--- src/rtl/mem_port_arbiter_pkg.sv ---
// Shared constants for the unified-memory port arbiter: owner codes,
// default bus widths and the starvation counter width.
package mem_port_arbiter_pkg;

   localparam int AW_DEF = 10;
   localparam int DW_DEF = 32;
   localparam int WAIT_W = 4;

   typedef enum logic [1:0] {
      OWN_NONE = 2'd0,
      OWN_IF   = 2'd1,
      OWN_DM   = 2'd2,
      OWN_DBG  = 2'd3
   } owner_e;

endpackage

--- src/rtl/mem_port_arbiter_starve_counter.sv ---
// Per-port denied-cycle counter. Saturates at MAX_WAIT, which marks the port
// as starved so the arbiter promotes it above the base priority order.
module starve_counter
   import mem_port_arbiter_pkg::*;
#(
   parameter int MAX_WAIT = 4
) (
   input  logic              Clk,
   input  logic              Reset,
   input  logic              i_req,
   input  logic              i_gnt,
   output logic [WAIT_W-1:0] o_count,
   output logic              o_starved
);

   localparam logic [WAIT_W-1:0] LP_MAX = WAIT_W'(MAX_WAIT);

   logic [WAIT_W-1:0] r_count;

   always_ff @(posedge Clk) begin
      if (Reset) begin
         r_count <= '0;
      end else if (i_req && !i_gnt) begin
         if (r_count != LP_MAX) r_count <= r_count + 1'b1;
      end else begin
         r_count <= '0;
      end
   end

   assign o_count   = r_count;
   assign o_starved = (r_count == LP_MAX);

endmodule

--- src/rtl/mem_port_arbiter.sv ---
// Arbitrates IF / DM / DBG onto one single-port memory with 1-cycle read
// latency, returns read data with a per-port registered valid, drives CPU stall.
module mem_port_arbiter
   import mem_port_arbiter_pkg::*;
#(
   parameter int AW       = AW_DEF,
   parameter int DW       = DW_DEF,
   parameter int MAX_WAIT = 4
) (
   input  logic          Clk,
   input  logic          Reset,
   input  logic          if_req,
   input  logic [AW-1:0] if_addr,
   output logic          if_gnt,
   output logic          if_rvalid,
   input  logic          dm_req,
   input  logic          dm_we,
   input  logic [AW-1:0] dm_addr,
   input  logic [DW-1:0] dm_wdata,
   output logic          dm_gnt,
   output logic          dm_rvalid,
   input  logic          dbg_req,
   input  logic          dbg_we,
   input  logic [AW-1:0] dbg_addr,
   input  logic [DW-1:0] dbg_wdata,
   output logic          dbg_gnt,
   output logic          dbg_rvalid,
   output logic [DW-1:0] rdata,
   output logic          mem_en,
   output logic          mem_we,
   output logic [AW-1:0] mem_addr,
   output logic [DW-1:0] mem_wdata,
   input  logic [DW-1:0] mem_rdata,
   output logic [1:0]    owner,
   output logic          cpu_stall
);

   logic [WAIT_W-1:0] w_if_wait, w_dm_wait;
   logic              w_if_starved, w_dm_starved;
   owner_e            w_own;
   logic              r_if_rvalid, r_dm_rvalid, r_dbg_rvalid;

   starve_counter #(.MAX_WAIT(MAX_WAIT)) u_if_cnt (
      .Clk      (Clk),
      .Reset    (Reset),
      .i_req    (if_req),
      .i_gnt    (if_gnt),
      .o_count  (w_if_wait),
      .o_starved(w_if_starved)
   );

   starve_counter #(.MAX_WAIT(MAX_WAIT)) u_dm_cnt (
      .Clk      (Clk),
      .Reset    (Reset),
      .i_req    (dm_req),
      .i_gnt    (dm_gnt),
      .o_count  (w_dm_wait),
      .o_starved(w_dm_starved)
   );

   // Starved ports jump ahead of DBG; otherwise DBG > DM > IF.
   always_comb begin
      w_own = OWN_NONE;
      if (!Reset) begin
         if (if_req && w_if_starved)      w_own = OWN_IF;
         else if (dm_req && w_dm_starved) w_own = OWN_DM;
         else if (dbg_req)                w_own = OWN_DBG;
         else if (dm_req)                 w_own = OWN_DM;
         else if (if_req)                 w_own = OWN_IF;
      end
   end

   assign if_gnt  = (w_own == OWN_IF);
   assign dm_gnt  = (w_own == OWN_DM);
   assign dbg_gnt = (w_own == OWN_DBG);
   assign owner   = w_own;
   assign mem_en  = (w_own != OWN_NONE);

   always_comb begin
      mem_we    = 1'b0;
      mem_addr  = '0;
      mem_wdata = '0;
      case (w_own)
         OWN_IF:  mem_addr = if_addr;
         OWN_DM: begin
            mem_we    = dm_we;
            mem_addr  = dm_addr;
            mem_wdata = dm_wdata;
         end
         OWN_DBG: begin
            mem_we    = dbg_we;
            mem_addr  = dbg_addr;
            mem_wdata = dbg_wdata;
         end
         default: ;
      endcase
   end

   assign cpu_stall = !Reset && ((if_req && !if_gnt) || (dm_req && !dm_gnt));

   always_ff @(posedge Clk) begin
      if (Reset) begin
         r_if_rvalid  <= 1'b0;
         r_dm_rvalid  <= 1'b0;
         r_dbg_rvalid <= 1'b0;
      end else begin
         r_if_rvalid  <= if_gnt;
         r_dm_rvalid  <= dm_gnt && !dm_we;
         r_dbg_rvalid <= dbg_gnt && !dbg_we;
      end
   end

   // Masking with Reset drops a read whose return lands in the first reset cycle.
   assign if_rvalid  = r_if_rvalid  && !Reset;
   assign dm_rvalid  = r_dm_rvalid  && !Reset;
   assign dbg_rvalid = r_dbg_rvalid && !Reset;
   assign rdata      = mem_rdata;

   a_wait_bounded : assert property (@(posedge Clk) disable iff (Reset)
      (w_if_wait <= WAIT_W'(MAX_WAIT)) && (w_dm_wait <= WAIT_W'(MAX_WAIT)));

endmodule

--- config.mk ---
export PLATFORM = sky130hd
export DESIGN_NAME = mem_port_arbiter
export DESIGN_NICKNAME = d
export VERILOG_FILES = /design/src/rtl/mem_port_arbiter_pkg.sv /design/src/rtl/mem_port_arbiter_starve_counter.sv /design/src/rtl/mem_port_arbiter.sv
export SDC_FILE = /design/constraint.sdc
export NUM_CORES = 1
export LEC_CHECK = 0
export BUFFER_PORTS_ARGS = -buffer_cell sky130_fd_sc_hd__buf_2
export CAP_MARGIN = 20
export CORE_AREA = 2 2 85 87
export CTS_CLUSTER_DIAMETER = 150
export CTS_CLUSTER_SIZE = 10
export DETAILED_ROUTE_END_ITERATION = 16
export DIE_AREA = 0 0 87 89
export GPL_TIMING_DRIVEN = 0
export PLACE_DENSITY = 0.59
export SETUP_SLACK_MARGIN = 0.3
export SLEW_MARGIN = 10
export SYNTH_ARGS = -nofsm -noshare
export SYNTH_HDL_FRONTEND = slang
export SYNTH_SLANG_ARGS = --single-unit
--- constraint.sdc ---
create_clock -name Clk -period 2.97 [get_ports Clk]
set_input_delay 0 -clock Clk [delete_from_list [all_inputs] [get_ports Clk]]
set_output_delay 0 -clock Clk [all_outputs]
set_load 0.02 [all_outputs]
After elaboration in Yosys (flattened, before gate mapping):

Index checks and enable logic that the tools add are counted.

* bits in registers: 11
* input port bits: 133
* output and inout port bits: 85
* logic and storage cells: 44

* add/subtract/negate cells: 2
* equality and inequality tests: 7
* mux-type cells: 9
* bitwise operators: 2
* reduce and logical (&&, ||, !) cells: 19

Operator list (count)
* $pmux 32 s2: 1
* $pmux 10 s3: 1
* $logic_and 1x1->1: 10
* $mux 2: 5
* $add 4x1->4 const B: 2
* $eq 4x3->1 const B: 2
* $ne 4x3->1 const B: 2
* $logic_not 1->1: 5
* $eq 2x2->1 const B: 2
* $reduce_or 2->1: 2
* $eq 2x1->1 const B: 1
* $not 1->1: 2
* $pmux 1 s2: 1
* $reduce_bool 2->1: 1
* $logic_or 1x1->1: 1
* $mux 1: 1

Depth between registers and ports, before layout:

* word-level depth: 11
* gate-level depth with buffers: 8
* depth with buffers taken out: 6

Hierarchy:

A second synthesis with hierarchy kept.

* cells, all modules: 206
* area total of the unflattened synthesis: 1669.1 um2

Modules (own cells, without submodules)
* mem_port_arbiter: times used 1, cells each 164, area each 1241.2 um2, seq. area each 60.1 um2
* starve_counter: times used 2, cells each 21, area each 214.0 um2, seq. area each 80.1 um2

Least setup slack after synthesis:

No wires, ideal clock.

* path kind: reg2out
* start: register u_if_cnt.r_count[0] (netlist: u_if_cnt.o_count[0])
* end: output mem_addr[2]
* arrival time: 1.812 ns
* required time: 2.970 ns
* setup slack: 1.158 ns
* stages on the path, launching flop included: 8
* buffers on the path: 2
* cell sequence: dfxtp_1 -> inv_1 -> ha_1 -> and4b_1 -> or3_1 -> buf_6 -> buf_6 -> o2bb2ai_1

* longest elaborated chain between the ends: 6
* elaborated cells between the ends (all ways): 8
* those cells by class: eq/ne: 4; mux: 3; reduce/logical: 1

Ends and longest elaborated chain
* from (decl): line mem_port_arbiter_starve_counter.sv:18 `logic [WAIT_W-1:0] r_count;`
* from (signal assigned): line mem_port_arbiter_starve_counter.sv:24 `if (r_count != LP_MAX) r_count <= r_count + 1'b1;`
* $eq 4x3->1 (*): line mem_port_arbiter_starve_counter.sv:31 `assign o_starved = (r_count == LP_MAX);`
* $logic_and 1x1->1 (*): line mem_port_arbiter.sv:65 `if (if_req && w_if_starved) w_own = OWN_IF;`
* $mux 2 (*): line mem_port_arbiter.sv:65
* $mux 2 (*): line mem_port_arbiter.sv:64 `if (!Reset) begin`
* $eq 2x2->1 or $eq 2x1->1 (tied branches): line mem_port_arbiter.sv:83 `case (w_own)`
* $pmux 10 s3 (*): line mem_port_arbiter.sv:83
* to (decl): line mem_port_arbiter.sv:31 `output logic [AW-1:0] mem_addr,`

Mark *: on every way between the ends. The rest lies on a longest branch, timed or not.

Worst setup path after layout:

* start: register u_dm_cnt.r_count[0] (netlist: u_dm_cnt.o_count[0])
* end: output mem_wdata[8]

* longest elaborated chain between the ends: 7
* elaborated cells between the ends (all ways): 8
* those cells by class: eq/ne: 3; mux: 4; reduce/logical: 1

Ends and longest elaborated chain
* from (decl): line mem_port_arbiter_starve_counter.sv:18
* from (signal assigned): line mem_port_arbiter_starve_counter.sv:24
* $eq 4x3->1 (*): line mem_port_arbiter_starve_counter.sv:31
* $logic_and 1x1->1 (*): line mem_port_arbiter.sv:66 `else if (dm_req && w_dm_starved) w_own = OWN_DM;`
* $mux 2 (*): line mem_port_arbiter.sv:66
* $mux 2 (*): line mem_port_arbiter.sv:65
* $mux 2 (*): line mem_port_arbiter.sv:64
* $eq 2x2->1: line mem_port_arbiter.sv:83
* $pmux 32 s2 (*): line mem_port_arbiter.sv:83
* to (decl): line mem_port_arbiter.sv:32 `output logic [DW-1:0] mem_wdata,`

Marks and branches as above.

==> impl_metrics.csv <==
group,metric,value,unit
logic_synthesis,synth-warning-count,0,
layout,finish.instance_area,2620,um2
logic_synthesis,netlist_instances,236,
clock_network,cts_num_sinks,11,
logic_synthesis,ys_top_cells_by_area,"sky130_fd_sc_hd__buf_4 17%, sky130_fd_sc_hd__nand2_1 16%, sky130_fd_sc_hd__dfxtp_1 14%, sky130_fd_sc_hd__a21oi_1 11%, sky130_fd_sc_hd__mux2i_1 6.6%",
route,vias_per_cell,4.32,
timing,layout_min_cycle_time,2.21,ns
timing,worst_clock_skew,0.00531,ns
logic_synthesis,synthesis.area_per_instance,6.46,um2
logic_synthesis,register_bit_total_from_synthesis,11,
die,die-area,7740,um2
layout,syn2layout_area_growth,71.6,%
hold_path,hold_start,"if_req",
setup_path,worstPathBufferInverterCount,4,
logic_synthesis,ys_async_sr_fraction,0,%
timing,timing_max_transition_violations_final,0,
route,firstDrtPassIters,4,
global_routing,number_of_global_route_vias_before_repair,1852,
global_routing,grt_remaining_overflow,0,
clock_network,cts.repair.resized,0,
layout,layout.core_utilization,39.0,%
setup_path,critical_path.top_delay_family,"buffers and inverters",
route,route.vias.total,2191,
setup_path,worst_path_max_delay_cell,"sky130_fd_sc_hd__dfxtp_1",
pwr,power.leakage,1.51,nW
place,place_worst_setup_slack,1.01,ns
place,dpl-instance-area,2550,um2
die,core,6720,um2
setup_path,setup.worst_path.end_class,"output pin",
pwr,power.share.switching,41.3,%
layout,count_of_antenna_diodes_in_the_layout,0,
timing,max_freq,0.453,GHz
setup_path,path_cells,"inv_1, ha_1, nand4b_1, o211a_1, buf_2, clkbuf_1, nand2_1, a21oi_1, buf_2",
timing,final.period_utilization,74.3,%
logic_synthesis,synth.largest_area_cell,"sky130_fd_sc_hd__buf_4",
logic_synthesis,synth_flop_cell,"sky130_fd_sc_hd__dfxtp_1",
clock_network,clk_path_buf_depth,2,
pwr,power_density,273,nW/um2
logic_synthesis,top_cells_by_instance_count_after_synthesis,"67 x sky130_fd_sc_hd__nand2_1, 35 x sky130_fd_sc_hd__a21oi_1, 34 x sky130_fd_sc_hd__buf_4",
setup_path,worstSetupStartpoint,"u_dm_cnt.o_count[0]",
clock_network,ctsHoldBuffers,2,
die,die_w,87,um
route,detail_route.drc_violations,0,
place,port_buffers,185,
pwr,finalPower,715,uW
status,outcome,"finished, final reports clean",
route,ant_nets,0,
clock_network,cts_root_buffer,"sky130_fd_sc_hd__clkbuf_8",
die,fp.dieH,89,um
pwr,clkPwrFrac,22.2,%
pwr,share_seq_of_total_power,21.4,%
setup_path,cp_data_required_time,2.97,ns
pwr,internal_power,420,uW
timing,summed_negative_setup_slack_over_all_endpoints,0,ns
place,placed_cells_incl_taps,501,
clock_network,post_cts.repair.setup_buffers,0,
clock_network,cts_tree,"yes",
die,initial_core_util,22.7,%
layout,layout.filler_cells,742,
clock_network,clkSlewWorstSetupHoldPaths,0.06,ns
global_routing,antenna_found_initial,0,
layout,drive_above_1_share,54.8,%
logic_synthesis,yosys.cell_types.count,30,
logic_synthesis,synth.cell_area,1530,um2
setup_path,worst_setup_path_start_kind,"flip-flop",
global_routing,largest_net_degree_at_the_start_of_global_routing,11,
logic_synthesis,postSynthNetCount,373,
place,gp_routability_congestion,0.801,
hold_path,worst_hold_path_type,"in2reg",
route,drt_wl_total,6610,um
setup_path,crit_path_max_fanout,10,
clock_network,worstSkewPairLatency,0.24,ns
layout,count_of_non_filler_cells_in_the_finished_layout,507,
global_routing,globalRouteTotalUtil,14.5,%
setup_path,worstReg2RegStart,"u_dm_cnt.o_count[0]",
pwr,power.share.combinational,56.4,%
layout,seqCellArea,220,um2
clock_network,tritoncts.num_buffers,3,
timing,hold_viol_final,0,
die,placementRows,30,
clock_network,h-tree-depth,1,
logic_synthesis,synth_top_area_share,16.7,%
setup_path,critPathKind,"reg2out",
setup_path,max_stage_delay,0.40,ns
place,dp_hpwl,5630,um
setup_path,cp_common_cell,"sky130_fd_sc_hd__buf_2",
timing,worst-slew-pin-transition,0.433,ns
timing,setup_viol,0,
logic_synthesis,seq_area_frac_synth,14.4,%
die,design.portCount,218,
job,max_cap_violations,0,
route,wire_per_inst,13.0,um
timing,maxSlewHeadroom,71.1,%
layout,layout.nets,565,
timing,final_critical_path_setup_slack,0.763,ns
logic_synthesis,synth.most_common_cell,"sky130_fd_sc_hd__nand2_1",
pwr,vdd_ir_drop_max,0.000238,V
layout,multi_input_area,931,um2
setup_path,crit_arrival,2.21,ns
pwr,power.switching,295,uW
logic_synthesis,synth_edf_count,0,
timing,final.hold.worst_slack,0.0823,ns
global_routing,grt_pass1_wl,9080,um
timing,rsz_0062_raised_after_global_routing,"false",
route,first_iter_violations,48,
-- cell type report --
| cell class | count | share of cell area (%) |
|---|---|---|
| repair buffers | 187 | 36.1 |
| multi-input cells | 170 | 35.6 |
| plain buffers | 48 | 13.3 |
| flip-flops and latches | 11 | 8.41 |
| well taps | 80 | 3.82 |
| clock buffers | 3 | 1.58 |
| inverters | 7 | 1.00 |
| clock inverters | 1 | 0.191 |
-- path summary, 6_finish.rpt --
| path | cells after the start | slack (ns) | endpoint |
|---|---|---|---|
| worst min register to register | 1 | 0.47 | u_if_cnt.o_count[0] |
| worst max-delay path | 9 | 0.76 | mem_wdata[8] |
| worst min-delay path | 2 | 0.08 | r_if_rvalid |
| worst max register to register | 6 | 1.27 | u_dm_cnt.o_count[2] |
-- sequential cells by signal, summed over array words and instances, names as in the netlist --
name	flops
r_dm_rvalid	1
u_dm_cnt.o_count	4
r_if_rvalid	1
u_if_cnt.o_count	4
r_dbg_rvalid	1
-- layer usage --
layer / global-route usage (%) / routed length, um / vias up
met5: 0 / 0 / -
met2: 27.3 / 3440 / 89
met3: 3.14 / 588 / 0
li1: - / - / 1132
met1: 17.9 / 2590 / 970
met4: 0.568 / 0 / 0
-- cell usage in the layout (no fill, tap or decap), drive strengths merged, types with 2 or more instances in the layout --
master       Yosys  routed
a21oi           38      38
buf             43     228
clkbuf           5       8
dfxtp           11      11
dlygate4sd3      0       2
ha               4       4
inv              7       7
mux2i           10      10
nand2           67      67
nand2b           2       2
nand3            3       3
nand3b           2       2
nor2            13      13
nor2b            4       4
nor3             4       4
nor3b            2       2
o2bb2ai         10      10
xnor2            2       2
-- power by group through the flow --
stage	sequential (mW)	clock (mW)	combinational (mW)
2_1_floorplan	0.156	0	0.244
3_3_place_gp	0.156	0	0.402
3_5_place_dp	0.156	0	0.405
4_1_cts	0.153	0.161	0.409
5_1_grt	0.153	0.168	0.439
6_report	0.153	0.158	0.403
-- cells by family (layout without fill, tap and decap cells) --
family | after synthesis | count (layout) | synth area share (%)
AOI/OAI and AO/OA | 52 | 52 | 20.8
buffers and inverters | 55 | 246 | 24.5
adders and majority gates | 4 | 4 | 3.28
xor gates and xnor gates | 2 | 2 | 1.15
and+or+nand+nor | 102 | 102 | 29.2
muxes | 10 | 10 | 6.56
DFF | 11 | 11 | 14.4
Note: power is estimated with default switching activity, not from simulation.
